`src/rtl/cram_pkg.sv`:
```
// Shared types and CRC helper for the configuration RAM loader.
package cram_pkg;

   localparam int         CRC_LEN  = 8;
   localparam logic [7:0] CRC_POLY = 8'h07;

   typedef enum logic [2:0] {
      ST_IDLE   = 3'd0,
      ST_LOAD   = 3'd1,
      ST_VERIFY = 3'd2,
      ST_CHECK  = 3'd3,
      ST_DONE   = 3'd4,
      ST_ERROR  = 3'd5
   } state_e;

   typedef enum logic [1:0] {
      ERR_NONE   = 2'd0,
      ERR_CRC    = 2'd1,
      ERR_VERIFY = 2'd2,
      ERR_ABORT  = 2'd3
   } err_code_e;

   // One bit of an MSB-first CRC-8 (poly 0x07) update.
   function automatic logic [7:0] crc8_step(input logic [7:0] crc, input logic din);
      logic fb;
      fb = crc[7] ^ din;
      return {crc[6:0], 1'b0} ^ (fb ? CRC_POLY : 8'h00);
   endfunction

endpackage

```
`src/rtl/cram_crc8.sv`:
```
// CRC-8 accumulator absorbing NUM_CHAINS bits per enabled cycle, highest bit first.
module cram_crc8
   import cram_pkg::*;
#(
   parameter int NUM_CHAINS = 4
) (
   input  logic                  clk,
   input  logic                  rst,
   input  logic                  clr,
   input  logic                  en,
   input  logic [NUM_CHAINS-1:0] din,
   output logic [7:0]            crc
);

   logic [7:0] crc_q;
   logic [7:0] crc_d;

   // Next CRC: clear wins over absorbing a word.
   always_comb begin
      crc_d = crc_q;
      if (clr) begin
         crc_d = '0;
      end else if (en) begin
         for (int i = NUM_CHAINS - 1; i >= 0; i--) begin
            crc_d = crc8_step(crc_d, din[i]);
         end
      end
   end

   // CRC register with synchronous reset.
   always_ff @(posedge clk) begin
      if (rst) begin
         crc_q <= '0;
      end else begin
         crc_q <= crc_d;
      end
   end

   assign crc = crc_q;

endmodule

```
`src/rtl/cram_loader.sv`:
```
// Configuration RAM loader: shifts a stream into parallel config chains (LOAD)
// or recirculates them while comparing against the stream (VERIFY), then
// checks a CRC over the stream.
//
// state     | meaning
// ----------+-----------------------------------------------------------
// ST_IDLE   | after reset, waiting for start
// ST_LOAD   | shifting s_data into the chains
// ST_VERIFY | recirculating chains, comparing tail bits to s_data
// ST_CHECK  | one cycle: compare CRC and mismatch flag
// ST_DONE   | operation succeeded; done held until next start
// ST_ERROR  | operation failed or aborted; err held until next start
module cram_loader
   import cram_pkg::*;
#(
   parameter int NUM_CHAINS = 4,
   parameter int CHAIN_LEN  = 109,
   parameter int CRC_W      = 8
) (
   input  logic                  clk,
   input  logic                  rst,
   input  logic                  start,
   input  logic                  mode,
   input  logic [CRC_W-1:0]      exp_crc,
   input  logic                  abort,
   input  logic [NUM_CHAINS-1:0] s_data,
   input  logic                  s_valid,
   output logic                  s_ready,
   output logic                  cfg_en,
   output logic                  cfg_shift,
   output logic [NUM_CHAINS-1:0] cfg_data_in,
   input  logic [NUM_CHAINS-1:0] cfg_data_out,
   output logic                  busy,
   output logic                  done,
   output logic                  err,
   output logic [1:0]            err_code
);

   localparam int              CNT_W = $clog2(CHAIN_LEN + 1);
   localparam logic [CNT_W-1:0] LEN  = CNT_W'(CHAIN_LEN);

   state_e           state_q, state_d;
   logic [CNT_W-1:0] cnt_q, cnt_d;
   logic             mism_q, mism_d;
   err_code_e        err_code_q, err_code_d;
   logic [CRC_W-1:0] exp_crc_q, exp_crc_d;

   logic             active;
   logic             idle_like;
   logic             start_ok;
   logic             xfer;
   logic             cmp_bad;
   logic             crc_clr;
   logic [CRC_W-1:0] crc;

   // Stream-facing qualifiers; s_ready depends on state and count only.
   always_comb begin
      active    = (state_q == ST_LOAD) || (state_q == ST_VERIFY);
      idle_like = (state_q == ST_IDLE) || (state_q == ST_DONE) || (state_q == ST_ERROR);
      s_ready   = active && (cnt_q < LEN);
      // abort suppresses the shift even though s_ready may be high
      xfer      = s_ready && s_valid && !abort;
      start_ok  = start && !abort && idle_like;
      cmp_bad   = (state_q == ST_VERIFY) && xfer && (cfg_data_out != s_data);
   end

   // Serial data into the chains: stream in LOAD, recirculated tail in VERIFY.
   always_comb begin
      cfg_data_in = '0;
      if (state_q == ST_LOAD) begin
         cfg_data_in = s_data;
      end else if (state_q == ST_VERIFY) begin
         cfg_data_in = cfg_data_out;
      end
   end

   // Next-state and datapath control.
   always_comb begin
      state_d    = state_q;
      cnt_d      = cnt_q;
      mism_d     = mism_q;
      err_code_d = err_code_q;
      exp_crc_d  = exp_crc_q;
      crc_clr    = 1'b0;
      unique case (state_q)
         ST_IDLE, ST_DONE, ST_ERROR: begin
            if (start_ok) begin
               state_d    = mode ? ST_VERIFY : ST_LOAD;
               cnt_d      = '0;
               mism_d     = 1'b0;
               err_code_d = ERR_NONE;
               exp_crc_d  = exp_crc;
               crc_clr    = 1'b1;
            end
         end
         ST_LOAD, ST_VERIFY: begin
            if (abort) begin
               state_d    = ST_ERROR;
               err_code_d = ERR_ABORT;
            end else begin
               if (xfer) begin
                  cnt_d = cnt_q + CNT_W'(1);
               end
               if (cmp_bad) begin
                  mism_d = 1'b1;
               end
               // last word moves straight on so CHECK follows it immediately
               if (cnt_d >= LEN) begin
                  state_d = ST_CHECK;
               end
            end
         end
         ST_CHECK: begin
            if (abort) begin
               state_d    = ST_ERROR;
               err_code_d = ERR_ABORT;
            end else if ((crc == exp_crc_q) && !mism_q) begin
               state_d = ST_DONE;
            end else begin
               state_d    = ST_ERROR;
               err_code_d = mism_q ? ERR_VERIFY : ERR_CRC;
            end
         end
         default: begin
            state_d = ST_IDLE;
         end
      endcase
   end

   // Control registers with synchronous reset.
   always_ff @(posedge clk) begin
      if (rst) begin
         state_q    <= ST_IDLE;
         cnt_q      <= '0;
         mism_q     <= 1'b0;
         err_code_q <= ERR_NONE;
         exp_crc_q  <= '0;
      end else begin
         state_q    <= state_d;
         cnt_q      <= cnt_d;
         mism_q     <= mism_d;
         err_code_q <= err_code_d;
         exp_crc_q  <= exp_crc_d;
      end
   end

   cram_crc8 #(
      .NUM_CHAINS(NUM_CHAINS)
   ) u_crc (
      .clk (clk),
      .rst (rst),
      .clr (crc_clr),
      .en  (xfer),
      .din (s_data),
      .crc (crc)
   );

   // Status and chain control decoded from the registered state.
   always_comb begin
      cfg_en    = active;
      cfg_shift = xfer;
      busy      = active || (state_q == ST_CHECK);
      done      = (state_q == ST_DONE);
      err       = (state_q == ST_ERROR);
      err_code  = err_code_q;
   end

endmodule

```
`config.mk`:
```
export PLATFORM = sky130hd
export DESIGN_NAME = cram_loader
export DESIGN_NICKNAME = d
export VERILOG_FILES = /design/src/rtl/cram_pkg.sv /design/src/rtl/cram_crc8.sv /design/src/rtl/cram_loader.sv
export SDC_FILE = /design/constraint.sdc
export NUM_CORES = 1
export LEC_CHECK = 0
export ABC_CLOCK_PERIOD_IN_PS = 2200
export CAP_MARGIN = 40
export CORE_MARGIN = 2
export CORE_UTILIZATION = 51
export CTS_BUF_LIST = sky130_fd_sc_hd__clkbuf_16
export CTS_CLUSTER_SIZE = 40
export DETAILED_ROUTE_END_ITERATION = 16
export GPL_ROUTABILITY_DRIVEN = 0
export PLACE_DENSITY_LB_ADDON = 0.1
export SLEW_MARGIN = 30
export SYNTH_ARGS = -nofsm -noshare
export SYNTH_HDL_FRONTEND = slang
export SYNTH_SLANG_ARGS = --single-unit
```
`constraint.sdc`:
```
create_clock -name clk -period 2.2 [get_ports clk]
set_input_delay 0.22 -clock clk [delete_from_list [all_inputs] [get_ports clk]]
set_output_delay 0.22 -clock clk [all_outputs]
set_load 0.05 [all_outputs]
```
Yosys cells after proc, flatten, opt, wreduce, memory -nomap -nowiden:

Index checks and enable logic that the tools add are counted.

* order comparisons: 2
* add/subtract/negate cells: 1
* muxes and demuxes: 31
* bitwise operators: 8
* equal/unequal tests: 13
* reduce and logical (&&, ||, !) cells: 25

Operators by type and width (number)
* two-way mux 7 bit: 5
* XOR 8 bit: 4
* two-way mux 3 bit: 7
* one-hot mux 7 bit (2 select lines): 1
* two-way mux 2 bit: 6
* one-hot mux 3 bit (3 select lines): 1
* equality test 8 bit: 1
* logical AND 1 bit: 8
* two-way mux 4 bit: 2
* != test 2 bit, second input constant: 4
* AND reduction 4 bit: 2
* adder 7 x 1 -> 7 bit, second input constant: 1
* greater-or-equal comparator 7 bit, second input constant: 1
* < comparator 7 bit, second input constant: 1
* two-way mux 1 bit: 7
* equality test 3 x 2 -> 1 bit, second input constant: 2
* equality test 3 bit, second input constant: 2
* != test 3 bit, second input constant: 2
* one-hot mux 2 bit (3 select lines): 1
* logical OR 1 bit: 4
* != test 4 bit: 1
* AND reduction 2 bit: 2
* OR reduction 2 bit: 2
* XOR 1 bit: 4
* 8 further kinds: 9

* input bits: 22
* register bits: 29
* output and inout bits: 12
* word-level logic and storage cells: 86

Depth between registers and ports, before layout:

* depth after elaboration: 12
* depth in mapped cells: 8

Hierarchy:

From an unflattened synthesis, not the netlist that was laid out.

* cell total of the unflattened synthesis: 219
* area total of the unflattened synthesis: 1929.4 µm²

By module, submodules not included
* cram_loader: sequential area each 420.4 µm², cells an instance 181, instances 1, area an instance 1540.2 µm²
* cram_crc8: sequential area each 160.2 µm², cells an instance 38, instances 1, area an instance 389.1 µm²

Worst setup path before layout:

OpenSTA, ideal clock, no wires.

* path kind: reg2out
* from: register state_q[2]
* to: output done
* stages on the path, launching flop included: 4
* data required time: 1980 ps
* data arrival time: 1888 ps
* buffers on the path: 1
* setup slack: 92 ps
* cell sequence: dfxtp_1 -> clkbuf_1 -> inv_1 -> nor3_1

* word-level cells in the longest chain between the ends: 1

RTL lines
* from (decl): RTL line cram_loader.sv:42 `state_e state_q, state_d;`
* from (signal assigned): RTL line cram_loader.sv:139 `state_q <= state_d;`
* equality test 3 bit: RTL line cram_loader.sv:163 `done = (state_q == ST_DONE);`
* to (decl): RTL line cram_loader.sv:34 `output logic done,`

Every way passes these cells.

Worst setup path in the final report:

* from: register cnt_q[0]
* to: register state_q[0]

* word-level cells in the longest chain between the ends: 10

RTL lines
* from (decl): RTL line cram_loader.sv:43 `logic [CNT_W-1:0] cnt_q, cnt_d;`
* from (signal assigned): RTL line cram_loader.sv:140 `cnt_q <= cnt_d;`
* < comparator 7 bit: RTL line cram_loader.sv:60 `s_ready = active && (cnt_q < LEN);`
* logical AND 1 bit: RTL line cram_loader.sv:60
* logical AND 1 bit (2 in a row): RTL line cram_loader.sv:62 `xfer = s_ready && s_valid && !abort;`
* two-way mux 7 bit *: RTL line cram_loader.sv:101 `if (xfer) begin`
* two-way mux 7 bit *: RTL line cram_loader.sv:97 `if (abort) begin`
* two-way mux 7 bit *: RTL line cram_loader.sv:85 `unique case (state_q)`
* greater-or-equal comparator 7 bit *: RTL line cram_loader.sv:108 `if (cnt_d >= LEN) begin`
* != test 3 bit (no line) *
* AND reduction 2 bit (no line) *

Every way passes the cells marked *; elsewhere a longest branch is shown, timed or not. The select of a mux whose other input is x is not followed.
A chain may end at the register's enable or synchronous reset.

==> summary.txt <==
Post-Synthesis Cells: 218
Sink Count: 29
Hold_buf cts: 0
H-tree lvl count: 2
Number of enable flip-flop cells after synthesis: 0
Initial Util: 0.531
Final Instance Area: 0.00241 mm²
YS warnings: 0
Actual slew at the worst max-slew pin: 0.497 ns
Initial antenna violation count: 0
Final Setup Violations: 0
PortBufs: 33
Lkg Pwr: 0.894 nW
Count of distinct cell types in the synthesized netlist: 45
Setup WS pre-CTS: -0.000496 ns
Netlist Area Pre-Place: 0.00176 mm²
Leading post-synthesis cells by cell area: dfxtp_1 (33%), xnor2_1 (11%), nor2_1 (7.3%), mux2i_1 (6.3%), a21oi_1 (4.8%)
# nets final: 281
Worst Path Max Fanout: 9
Crit path DAT: 2.18 ns
Final Cycle Share: 0.917
Worst-Skew Late Latency: 0.28 ns
Post-Layout Cell Count: 304
Worst setup EP type: register
Max frequency: 496 MHz
Residual DRC count: 0
Row count: 21
Clk root buf: clkbuf_16
Via density: 5.59
Tmin final: 2.02 ns
First-pass GRT wire length: 7.33 mm
Outcome: complete, no violations
Ports: 34
TritonCTS clock tree: done
CTS clk-pin slew, worst paths: 0.05 ns
WS Path Type: reg -> reg
Post-detail-place hpwl: 3.03 mm
Final core occ: 0.729
Synth top cells by count: nor2_1 (34), dfxtp_1 (29), xnor2_1 (22)
Total wire length: 4.28 mm
Top-count cell post-synth: nor2_1
# diodes: 0
Layout fillers: 257
Cts repair resizes: 0
CTS Buffer Depth: 2
Synth async-reset ratio: 0
Max Cap Viol: 0
TNS Setup: 0 ns
Overflow after GRT: 0
Vias in the first global route: 1608
WP data required: 2.37 ns
Unrepaired setup endpoints after global routing: no
Vias: 1700
Core Box Area: 0.00331 mm²
Yosys top cell area share: 0.330
Worst clock skew: 0.00359 ns
Die width: 62.7 µm
Syn Nets: 241
Post-Place Cells: 297
Detailed Route Iter0 Violations: 181
Die height: 62.7 µm
Leading area contributor after synthesis: dfxtp_1
Pre-Repair DR Iteration Count: 4
Die ar.: 0.00393 mm²
Area delta synth->final: 37.3%
TritonCTS Buffers: 5
Sequential element share of the synthesized area: 0.330
Layout cells sized above 1: 0.143
Slew headroom: 0.666
Fin worst setup slack: 0.183 ns
Pin count of the biggest net entering global routing: 21
PwrDens: 1160 mW/mm²
Fin. max-slew vios: 0
Total GRT Usage: 0.234
DP Area: 0.00225 mm²
Final Hold Viols: 0
Syn Area/Cell: 8.06 µm²
Type of origin of the critical path: register
Post-DR wirelength/cell: 14.1 µm
Hold Crit Class: reg -> reg
Post-CTS setup buffer count: 0
ANT nets after route: 0
Ys flop type: dfxtp_1
Peak VDD IR: 576 µV
Yosys reg bits: 29
==> stage by stage <==
step / hold WS, ns / power (mW)
3_3_place_gp: 0.484 / 2.04
2_1_floorplan: 0.367 / 1.54
6_report: 0.488 / 2.81
5_1_grt: 0.518 / 2.94
4_1_cts: 0.497 / 2.81
3_5_place_dp: 0.489 / 2.04
==> final timing paths <==
kind                              startpoint            to  slack [ns]  cells past startpoint
worst max-delay path                cnt_q[0]    state_q[0]        0.18                      6
worst min-delay path            u_crc.crc[3]  u_crc.crc[7]        0.49                      2
worst min register to register  u_crc.crc[3]  u_crc.crc[7]        0.49                      2
worst max register to register      cnt_q[0]    state_q[0]        0.18                      6
==> area by class of cell <==
class	instances	area (µm²)	share of cell area
Sequential cell	29	581	0.241
Tap cell	46	57.6	0.0239
Inverter	7	27.5	0.0114
Clock inverter	2	35.0	0.0145
Multi-Input combinational cell	171	1110	0.461
Timing Repair Buffer	44	475	0.197
Clock buffer	5	125	0.0519
==> registers in the layout, indices dropped and copies added (netlist names) <==
signal,count
state_q,3
cnt_q,7
u_crc.crc,8
mism_q,1
exp_crc_q,8
err_code,2
==> layer usage <==
layer	routed length, µm	track usage	vias to the layer above	part of all wire
met5	0	0	-	0
met4	62	0.0583	0	0.014
met3	216	0.0649	8	0.050
met2	2150	0.410	51	0.50
met1	1850	0.281	783	0.43
li1	-	-	858	-
==> critical path, stage by stage, from the launching register on <==
cell and delay [ns]:
dfxtp_1 0.48, nand2_1 0.15, or4_4 0.45, o31ai_1 0.26, a211oi_2 0.06, o31a_1 0.33, o21a_1 0.19
==> cell families (layout without fill, tap and decap cells) <==
family / after synthesis / in the layout / synth area share
AOI/OAI and AO/OA: 56 / 56 / 0.214
xor gates and xnor gates: 23 / 23 / 0.119
adders and majority gates: 1 / 1 / 0.00712
buffers and inverters: 18 / 58 / 0.0420
DFF: 29 / 29 / 0.330
muxes: 12 / 12 / 0.0691
and+or+nand+nor: 79 / 79 / 0.218
==> cells in the final DEF (no fill, tap or decap), drive strengths merged, types with 3 or more instances in the layout <==
master	instances
nor2	34
dfxtp	29
clkdlybuf4s50	23
xnor2	23
buf	21
a21oi	17
mux2i	11
nand2	10
a211oi	8
nor3	7
o21ai	7
inv	6
and2	5
a22oi	5
clkbuf	5
nor2b	4
nand3	4
nand4	4
a31oi	3
==> power by group <==
part           switching (mW)  leakage [nW]  total, mW  internal [mW]
combinational           0.821         0.579       1.41          0.592
clock                   0.228        0.0797      0.751          0.524
sequential             0.0539         0.235      0.643          0.589
total                    1.10         0.894       2.81           1.71
(Power assumes the default switching activity.)
